`config.mk`:
```
export PLATFORM = sky130hd
export DESIGN_NAME = pc_next_gen
export DESIGN_NICKNAME = d
export VERILOG_FILES = /design/src/rtl/pc_next_gen.sv
export SDC_FILE = /design/constraint.sdc
export NUM_CORES = 1
export LEC_CHECK = 0
export BUFFER_PORTS_ARGS = -buffer_cell sky130_fd_sc_hd__buf_4
export CAP_MARGIN = 15
export CORE_ASPECT_RATIO = 0.5
export CORE_MARGIN = 5
export CORE_UTILIZATION = 35
export DETAILED_ROUTE_END_ITERATION = 16
export GPL_ROUTABILITY_DRIVEN = 0
export PLACE_DENSITY = 0.7
export SYNTH_ARGS = -nofsm -noshare
export SYNTH_HDL_FRONTEND = slang
export SYNTH_SLANG_ARGS = --single-unit
```
`constraint.sdc`:
```
create_clock -name i_clk -period 1.8 [get_ports i_clk]
set_input_delay 0.18 -clock i_clk [delete_from_list [all_inputs] [get_ports i_clk]]
set_output_delay 0.18 -clock i_clk [all_outputs]
set_load 0.1 [all_outputs]
```
`src/rtl/pc_next_gen.sv`:
```
// Fetch-side PC control: next-PC select, IMEM request/ack, stall buffering and redirect/flush.
// Optional feature macro: PC_MISALIGN_TRAP_EN (misaligned redirects go to TRAP_VECTOR).
module pc_next_gen #(
  parameter logic [31:0] RESET_VECTOR = 32'h0000_0000
`ifdef PC_MISALIGN_TRAP_EN
  , parameter logic [31:0] TRAP_VECTOR = 32'h0000_0100
`endif
) (
  input  logic        i_clk,
  input  logic        i_reset,
  input  logic [31:0] i_pc_cur,
  output logic [31:0] o_pc_next,
  output logic        o_pc_enable,
  output logic        o_imem_req,
  input  logic        i_imem_ack,
  input  logic [31:0] i_imem_rdata,
  output logic        o_fetch_valid,
  output logic [31:0] o_instr,
  input  logic        i_stall,
  input  logic        i_redirect_valid,
  input  logic [31:0] i_redirect_target,
  output logic        o_flush,
  output logic        o_misalign,
  output logic [1:0]  o_dbg_state
);

  // Handshakes: IMEM request holds i_pc_cur stable until i_imem_ack; IF/ID takes o_instr when
  // o_fetch_valid & !i_stall. A redirect always wins over a stall and never waits for it.
  typedef enum logic [1:0] {
    S_RESET = 2'd0,
    S_FETCH = 2'd1,
    S_HOLD  = 2'd2,
    S_DRAIN = 2'd3
  } state_t;

  state_t      state_q, state_d;
  logic [31:0] buf_q;
  logic [31:0] pend_q;
  logic        buf_load;
  logic        pend_load;
  logic [31:0] tgt;
  logic        tgt_misalign;
  logic [31:0] pc_seq;

  assign pc_seq = i_pc_cur + 32'd4;

`ifdef PC_MISALIGN_TRAP_EN
  assign tgt_misalign = |i_redirect_target[1:0];
  assign tgt          = tgt_misalign ? TRAP_VECTOR : i_redirect_target;
`else
  assign tgt_misalign = 1'b0;
  assign tgt          = i_redirect_target & ~32'h3;
`endif

  always_ff @(posedge i_clk or posedge i_reset) begin
    if (i_reset) begin
      state_q <= S_RESET;
      buf_q   <= 32'h0;
      pend_q  <= 32'h0;
    end else begin
      state_q <= state_d;
      if (buf_load)  buf_q  <= i_imem_rdata;
      if (pend_load) pend_q <= tgt;
    end
  end

  always_comb begin
    state_d       = state_q;
    o_pc_next     = pc_seq;
    o_pc_enable   = 1'b0;
    o_imem_req    = 1'b0;
    o_fetch_valid = 1'b0;
    o_instr       = 32'h0;
    o_flush       = 1'b0;
    o_misalign    = 1'b0;
    buf_load      = 1'b0;
    pend_load     = 1'b0;
    case (state_q)
      S_RESET: begin
        o_pc_next = RESET_VECTOR;
        state_d   = S_FETCH;
      end
      S_FETCH: begin
        o_imem_req    = 1'b1;
        o_fetch_valid = i_imem_ack;
        o_instr       = i_imem_rdata;
        if (i_redirect_valid) begin
          o_fetch_valid = 1'b0;
          o_flush       = 1'b1;
          o_misalign    = tgt_misalign;
          if (i_imem_ack) begin
            o_pc_next   = tgt;
            o_pc_enable = 1'b1;
          end else begin
            // Fetch address must stay put until the outstanding ack arrives.
            pend_load = 1'b1;
            state_d   = S_DRAIN;
          end
        end else if (i_imem_ack) begin
          if (!i_stall) begin
            o_pc_enable = 1'b1;
          end else begin
            buf_load = 1'b1;
            state_d  = S_HOLD;
          end
        end
      end
      S_HOLD: begin
        o_fetch_valid = 1'b1;
        o_instr       = buf_q;
        if (i_redirect_valid) begin
          o_fetch_valid = 1'b0;
          o_flush       = 1'b1;
          o_misalign    = tgt_misalign;
          o_pc_next     = tgt;
          o_pc_enable   = 1'b1;
          state_d       = S_FETCH;
        end else if (!i_stall) begin
          o_pc_enable = 1'b1;
          state_d     = S_FETCH;
        end
      end
      S_DRAIN: begin
        o_imem_req = 1'b1;
        if (i_redirect_valid) begin
          o_flush    = 1'b1;
          o_misalign = tgt_misalign;
          if (i_imem_ack) begin
            o_pc_next   = tgt;
            o_pc_enable = 1'b1;
            state_d     = S_FETCH;
          end else begin
            pend_load = 1'b1;
          end
        end else if (i_imem_ack) begin
          o_pc_next   = pend_q;
          o_pc_enable = 1'b1;
          state_d     = S_FETCH;
        end
      end
      default: state_d = S_RESET;
    endcase
  end

  assign o_dbg_state = state_q;

endmodule
```
Yosys cells after proc, flatten, opt, wreduce, memory -nomap -nowiden
Index checks and enable logic that the tools add are counted.
W data, S select, Z words.
{"block": "classes", "add_sub_neg": 1, "eq_ne": 8, "mux": 34, "n_reduce_logical": 4}
{"op": "$mux W32", "n": 5}
{"op": "$pmux W32 S4", "n": 1}
{"op": "$pmux W32 S2", "n": 1}
{"op": "$add A32 B3 Y32 const B", "n": 1}
{"op": "$mux W1", "n": 17}
{"op": "$mux W2", "n": 7}
{"op": "$ne A3 B3 Y1 const B", "n": 4}
{"op": "$pmux W2 S4", "n": 1}
{"op": "$reduce_and A5 Y1", "n": 1}
{"op": "$eq A2 B2 Y1 const B", "n": 2}
{"op": "$pmux W1 S3", "n": 1}
{"op": "$reduce_or A3 Y1", "n": 1}
{"op": "$eq A2 B1 Y1 const B", "n": 1}
{"op": "$logic_not A2 Y1", "n": 1}
{"op": "$ne A2 B2 Y1 const B", "n": 1}
{"op": "$pmux W1 S2", "n": 1}
{"op": "$reduce_or A2 Y1", "n": 1}
{"block": "totals", "register_bits": 64, "input_bits": 101, "out_inout_bits": 71, "wordCells": 50}

Depth between registers and ports, before layout
Gate-level depths: netlist (run 1).
{"block": "depth", "depth_word": 4, "mapped_depth": 9, "depth_no_buf": 8}

Worst setup path after synthesis (run 1)
OpenSTA, ideal clock, no wires.
{"block": "synth_path", "kind": "register to output", "startpoint": "register state_q[1], in the netlist o_dbg_state[1]", "endpoint": "output port o_pc_next[27]", "t_arrival_ps": 4088, "required_ps": 1620, "path_slack_ps": -2468, "stages_incl_launch_ff": 8, "n_path_buf": 2, "cell_sequence": "dfrtp_1 -> ha_1 -> clkbuf_1 -> buf_2 -> o21ai_0 -> nand3_1 -> o21ai_0 -> o31ai_1"}
{"block": "synth_between", "elab_chain_len": 2, "word_cells_on_any_way": 5, "cone_classes": "3 x eq/ne; 1 x mux; 1 x reduce/logical"}
{"item": "start: declaration", "line": "36", "rtl": "state_t state_q, state_d;"}
{"item": "start signal: assignment", "line": "61", "rtl": "state_q <= state_d;"}
{"item": "$eq A2 B2 Y1, or another cell as far along", "line": "78", "rtl": "case (state_q)"}
{"item": "$pmux W32 S4 *", "line": "78"}
{"item": "end: declaration", "line": "12", "rtl": "output logic [31:0] o_pc_next,"}
Mark *: on every way between the ends. The rest lies on a longest branch, timed or not.

Final worst setup path (run 1)
{"block": "layout_path", "startpoint": "register state_q[1], in the netlist o_dbg_state[1]", "endpoint": "output port o_pc_next[19]"}
The elaborated chain is that of the path after synthesis.

==> results by group, run 1 <==
Timing
  • Period utilisation layout: 1.407
  • Final min period: between 2000 and 3000 ps
  • Slew Limit Fails: 0
  • Sum Neg Setup Slack: -58990 ps
  • Setup Skew: 8.471 ps
  • Hold Vio Cnt, Final: 0
  • Final setup viols: 132
  • RSZ-0062 raised after global routing: yes
  • FMAX: 0.3949 GHz
  • Fin worst setup slack: -732.0 ps

Placed design
  • Placed cell area: between 7000 and 8000 µm²
  • IO buf count: 168
  • Placed cell count: 943
  • Placed wire-length estimate: 13.28 mm

Finish
  • Post-route insts no fill: 1001
  • Layout cell share with drive strength beyond 1: 0.6934
  • Final instance area: roughly 10000 µm²
  • Fill count: ~840
  • Area Overhead vs Synth: 107.8%
  • Antenna diodes: 0
  • Layout Nets: 910

Global routing
  • Initial antenna violation count: 0
  • GRT Util Overall: 0.2305
  • Vias in the first global route: 5672
  • Largest net degree at the start of global routing: 27
  • Gr ovfl total: 0
  • First-pass GRT wire length: 30.41 mm

Clocking
  • Num CTS Buffers: 9
  • CTS tree: built
  • Reg clk slew, reported paths: 60 ps
  • Clk Latency, worst-skew pair: 340 ps
  • H-tree Lvls: 3
  • Root buffer cell: clkbuf_16
  • Clock Sinks: 64
  • Maximum root-to-sink buffer count: 2

Drt
  • First-pass detailed-route iteration total: 6
  • Post-Route WL: 21.68 mm
  • Routed vias: 5685
  • Starting DRT DRC Count: 435
  • Routed len/inst: approximately 22 µm
  • Post-DRT Antenna Nets: 0
  • Drc violations: 0
  • Via-per-instance ratio: about 5.7

Logic synthesis
  • Largest family of logic cells by synthesized area: compound AO/OA/AOI/OAI gates
  • Post-synthesis mux area share: 0.1706
  • Yosys cell types: 57
  • Synth Area in XOR/XNOR: 0.04683
  • Synthesis warning total: 0
  • FFs w/ async S/R, synth: 1.000
  • Number of synthesized flops with an enable pin: 0
  • Post-synthesis sequential area ratio: 0.3294
  • Syn avg cell area: 9.386 µm²
  • Synthesized-area fraction occupied by and/or/nand/nor cells: 0.1575
  • Synth Register Bits: 64
  • Syn Std Cell Area: 4862 µm²
  • Synthesized Nets: 624
  • Compound-Gate Fraction of Synth Area: 0.2383
  • Post-Syn Instances: 518
  • Main synth FF type: dfrtp_1
  • Post-synthesis adder-cell area fraction: 0.01287

Floorplanning
  • Top Ports: ~170
  • Row cnt: 30
  • Die H: around 93 µm
  • Die Area: 16490 µm²
  • Core Box Area: 13590 µm²
  • Die Width: about 180 µm
  • Initial Utilization: 0.3578

Status
  • Outcome: complete, but fails checks
  • Failing checks: setup timing

Setup path
  • Critical Path, Cell by Cell: inv_2, ha_4, buf_6, buf_6, or3_4, a21o_1, o21ai_1, a221o_1, a21oi_4, buf_12
  • CP peak stage delay: 430 ps
  • Critical path class: flop to primary output
  • Most frequent CP cell: buf_6
  • CP max stage cell: dfrtp_2
  • Setup crit end kind: primary output
  • Arrival @ worst endpoint: 2350 ps
  • Worst path required time: 1620 ps
  • Critical path fanouts, max: 5
  • Startpoint types: flop

Power
  • VDD IR max: 1560 µV
  • PD cells: between 2000 and 2500 nW/µm²
  • Pleak: 4.300 nW

Flow run
  • Max Cap Viol: 0

Min path
  • Min-delay worst type: primary input to flop
flip-flops by register name, summed over array words and instances, names as in the netlist:
name / cells
buf_q: 32
o_dbg_state: 2
pend_q: 30
routing by layer:
metal | up-vias | part of all wire | GRT usage
met1 | 2812 | 0.39 | 0.2751
met4 | 0 | 0.029 | 0.06178
met3 | 70 | 0.073 | 0.05412
met2 | 286 | 0.50 | 0.4190
met5 | - | 0 | 0
li1 | 2517 | - | -
cells in the final DEF (no fill, tap or decap), types with 16 or more instances in the layout:
cell type and n:
nand3_1 16, xor2_1 17, nor2b_4 34, buf_4 201
dfrtp_1 62, mux2_4 18, nand2_1 20, a22oi_2 50
o21ai_0 22, buf_6 16, a21oi_4 21, buf_12 80
mux2_2 45
cells by family after synthesis:
family / after synthesis
DFF: 64
AOI/OAI and AO/OA: 165
buffers and inverters: 50
and+or+nand+nor: 132
muxes: 75
adders and majority gates: 5
xor gates and xnor gates: 26
other: 1
synthesized netlist by cell type (4+ instances only):
cell / count / area, µm²
a21boi_0: 7 / 52.55
a21o_1: 7 / 52.55
nor2_1: 17 / 63.81
o21ai_0: 30 / 150.1
xor2_1: 17 / 148.9
o21bai_1: 4 / 30.03
and3_1: 4 / 25.02
a221oi_2: 5 / 75.07
mux2i_1: 12 / 120.1
buf_2: 14 / 70.07
dfrtp_1: 64 / 1602
nand2b_1: 7 / 43.79
a21oi_1: 30 / 150.1
a32oi_1: 4 / 35.03
clkbuf_1: 20 / 75.07
nand4_1: 7 / 43.79
o211ai_1: 4 / 30.03
nand2_1: 21 / 78.83
nor2b_1: 35 / 219.0
ha_1: 5 / 62.56
a22oi_1: 55 / 412.9
mux2_2: 63 / 709.4
inv_1: 10 / 37.54
nor4_1: 4 / 25.02
xnor2_1: 9 / 78.83
nand3_1: 17 / 85.08
buf_1: 4 / 15.01
report_power, final:
part	internal [mW]	switching (mW)
logic	7.65	10.2
registers	2.17	0.559
clock network	1.23	0.739
worst paths after layout:
kind | slack, ps | to | startpoint | depth (start not counted)
setup / recovery | -730 | o_pc_next[19] | o_dbg_state[1]$_DFFE_PP0P_ | 10
hold / removal | 80 | buf_q[25]$_DFFE_PP0P_ | i_imem_rdata[25] | 2
setup reg to reg | -600 | buf_q[12]$_DFFE_PP0P_ | o_dbg_state[1]$_DFFE_PP0P_ | 12
hold reg to reg | 510 | pend_q[16]$_DFFE_PP0P_ | pend_q[16]$_DFFE_PP0P_ | 1
max in group asynchronous | 670 | buf_q[2]$_DFFE_PP0P_ | i_reset | 4
min in group asynchronous | 410 | pend_q[13]$_DFFE_PP0P_ | i_reset | 3
worst max-delay path: cells and delay by family (launching register included):
family | cells | cell delay [ps]
flops | 1 | 430
compound gates | 4 | 550
simple gates | 1 | 330
fa+ha+maj | 1 | 180
buf+inv | 4 | 510
through the flow:
| step | power [mW] | util | hold slack (ps) | setup WS, ps |
|---|---|---|---|---|
| floorplan | 12.96 | - | 330.4 | -952.9 |
| finish | 22.52 | 0.7435 | 84.84 | -732.0 |
| CTS | 20.74 | 0.6913 | 73.97 | -656.4 |
| global placement | 15.68 | 0.5708 | 196.8 | -500.0 |
| global route | 23.24 | 0.7435 | 79.47 | -800.9 |
| detailed placement | 15.87 | 0.5708 | 209.3 | -483.6 |
timing repair:
action	CTS	global route
pin swaps	29	17
gates cloned	3	10
hold buffers	1	0
endpoints found under the setup margin	131	132
hold endpoints to repair	13	0
resized for setup	266	84
setup buffers	10	18
final cells by class:
| type | instances | area [µm²] | area share |
|---|---|---|---|
| Multi-Input combinational cell | 404 | 4219 | 0.4176 |
| Tap cell | 192 | 240.2 | 0.02378 |
| Clock inverter | 7 | 102.6 | 0.01016 |
| Sequential cell | 64 | 1604 | 0.1588 |
| Inverter | 10 | 45.04 | 0.004459 |
| Clock buffer | 9 | 225.2 | 0.02229 |
| Timing Repair Buffer | 315 | 3666 | 0.3629 |
(Power assumes the default switching activity.)
==> inputs of run 2 (changes only) <==
Settings changed: MAX_ROUTING_LAYER set to met4.
==> run 2 against run 1 <==
  * The run still ends with setup timing left
  * Wire length grew 2.1%
  * Critical path depth is the same
  * Count of clock-buffer cells in the layout is the same
  * Critical endpoint is now o_pc_next[29]
  * Clock skew shrank 2.1 ps
  * Non-clock buffer count grew 2
  * Sequential power is essentially flat
  * Largest power group unchanged
  * Final area grew 0.45%
  * Register-to-register slack gained 40 ps
  * Critical path type unchanged
==> results by group, run 2 (same netlist as run 1, synthesis figures left out) <==
Drt
  • Post-Route WL: 22.15 mm
  • Post-DRT Antenna Nets: 0
  • Routed vias: 5726
  • Starting DRT DRC Count: between 300 and 400
  • Routed len/inst: between 20 and 25 µm
  • Drc violations: 0
  • First-pass detailed-route iteration total: 5
  • Via-per-instance ratio: around 5.7

Setup path
  • Worst r2r src: o_dbg_state[1]$_DFFE_PP0P_
  • Startpoint types: flop
  • Arrival @ worst endpoint: between 2000 and 2500 ps
  • Critical path fanouts, max: 5
  • Critical Path, Cell by Cell: inv_2, ha_4, buf_6, buf_6, or3_4, a21o_1, o21ai_1, a221o_1, a21oi_4, buf_12
  • Critical path class: flop to primary output
  • Bufs and invs on worst path: 4
  • CP peak stage delay: 440 ps
  • Reg2reg setup slack: -560 ps
  • Reg2Reg Capture Point: buf_q[12]$_DFFE_PP0P_
  • Setup crit end kind: primary output
  • CP max stage cell: dfrtp_2
  • Most frequent CP cell: buf_6
  • CP top delay family: compound AO/OA/AOI/OAI gates
  • Worst path required time: around 1600 ps
  • Reg2Reg Depth: 12

Timing
  • FMAX: between 0.4 and 0.5 GHz
  • Setup Skew: 6.394 ps
  • Final min period: roughly 2500 ps
  • Hold_ws: roughly 83 ps
  • Final setup viols: 132
  • Period utilisation layout: 1.369
  • RSZ-0062 raised after global routing: yes
  • Slew Limit Fails: 0
  • Hold Vio Cnt, Final: 0
  • Fin worst setup slack: -664.9 ps

Power
  • Cell Int Power: 11.11 mW
  • Final Power: 22.60 mW
  • Clock power frac: 0.087
  • Sw Share: 0.5082
  • Comb power frac: 0.792
  • Pleak: 4.333 nW
  • NetSw: 11.49 mW
  • PD cells: 2227 nW/µm²
  • Sequential share of power: 0.121
  • VDD IR max: between 1500 and 2000 µV

Finish
  • Finished Core Util: 0.7468
  • Area Overhead vs Synth: 108.7%
  • Commonest cells after routing, fill and taps aside: buf_4 (194), buf_12 (81), dfrtp_1 (62), a22oi_2 (49), mux2_2 (39)
  • Most common cell after layout, fill and taps aside: buf_4
  • Layout cell share with drive strength beyond 1: 0.6917
  • Reg with most FFs: buf_q
  • Fill count: 851
  • Post-route insts no fill: 1003
  • Antenna diodes: 0
  • Max reg flops: 32
  • Layout Nets: about 900

Clocking
  • Reg clk slew, reported paths: 70 ps
  • Clock Sinks: 64
  • Maximum root-to-sink buffer count: 2
  • H-tree Lvls: 3
  • Clk Latency, worst-skew pair: roughly 340 ps
  • Num CTS Buffers: 9
  • CTS tree: built
  • Root buffer cell: clkbuf_16

Flow run
  • Max Cap Viol: 0

Status
  • Outcome: complete, but fails checks
  • Failing checks: setup timing

Floorplanning
  • Core Box Area: about 14000 µm²
  • Die Width: roughly 180 µm
  • Die H: slightly above 90 µm
  • Initial Utilization: 0.3578
  • Die Area: between 15000 and 20000 µm²
  • Top Ports: 172
  • Row cnt: 30

Global routing
  • Gr ovfl total: 0
  • GRT Util Overall: 0.2370
  • Initial antenna violation count: 0
  • First-pass GRT wire length: 30.39 mm
  • Largest net degree at the start of global routing: 27
  • Vias in the first global route: roughly 5700

Min path
  • Hold EP: buf_q[20]$_DFFE_PP0P_
  • Min-delay worst type: primary input to flop
  • Hold depth: 2
  • Min-delay src: i_imem_rdata[20]

Placed design
  • Placed cell count: 943
  • Placed wire-length estimate: 13.28 mm
  • IO buf count: between 150 and 200
==> run 2: cell count changes in the layout (fill, tap and decap cells not counted) <==
| cell | delta |
|---|---|
| buf_4 | -7 |
| clkbuf_16 | -1 |
| buf_12 | +1 |
| buf_8 | -1 |
| a31oi_2 | -1 |
| mux2_2 | -6 |
| buf_2 | +1 |
| a31oi_1 | +1 |
| a22oi_2 | -1 |
| buf_6 | +9 |
| mux2_4 | +6 |
| a22oi_1 | +1 |
==> run 2: power by group through the flow <==
stage	Sequential (mW)	Clock [mW]	Combinational, mW
after floorplan	2.63	0	10.3
after global placement	2.55	0	13.1
after detailed placement	2.61	0	13.3
after CTS	2.65	1.98	16.1
after global routing	2.80	2.05	18.4
final	2.74	1.97	17.9
==> run 2: final cells by class <==
cell class,instances,area [µm²],share of cell area
clock buffer,9,225.2,0.02219
inverter,10,45.04,0.004439
timing repair buffer,317,3700,0.3646
tap,192,240.2,0.02367
clock inverter,7,102.6,0.01011
sequential,64,1604,0.1581
multi-input combinational,404,4230,0.4169
==> run 2: metrics by stage <==
step	area [µm²]	TNS (ps)	setup slack (ps)
2_1_floorplan	5603	-55520	-952.9
3_3_place_gp	7756	-25010	-500.0
3_5_place_dp	7756	-28460	-483.6
4_1_cts	9393	-45190	-656.4
5_1_grt	10150	-64580	-741.9
6_report	10150	-56750	-664.9
==> run 2: routing by layer <==
layer,GRT usage,vias up,part of all wire
met5,-,-,0
met4,0.06178,0,0.036
met3,0.05170,90,0.058
li1,-,2519,-
met1,0.2768,2855,0.40
met2,0.4187,262,0.51
==> run 2: timing repair <==
action | CTS | global route
gates cloned | 3 | 9
gates resized for setup | 266 | 98
hold buffers | 1 | 0
setup buffers | 10 | 21
endpoints found under the setup margin | 131 | 132
pin swaps | 29 | 15
endpoints found under the hold margin | 13 | 0
==> run 2: how the worst max path moves through the flow <==
stage	startpoint	to	slack, ps	depth (start not counted)
4_1_cts	o_dbg_state[1]$_DFFE_PP0P_	o_pc_next[14]	-660	9
3_3_place_gp	o_dbg_state[1]$_DFFE_PP0P_	o_pc_next[27]	-500	8
3_5_place_dp	o_dbg_state[1]$_DFFE_PP0P_	o_pc_next[27]	-480	8
5_1_grt	o_dbg_state[1]$_DFFE_PP0P_	o_pc_next[16]	-740	9
6_report	o_dbg_state[1]$_DFFE_PP0P_	o_pc_next[29]	-660	10
2_1_floorplan	o_dbg_state[1]$_DFFE_PP0P_	o_pc_next[21]	-950	6
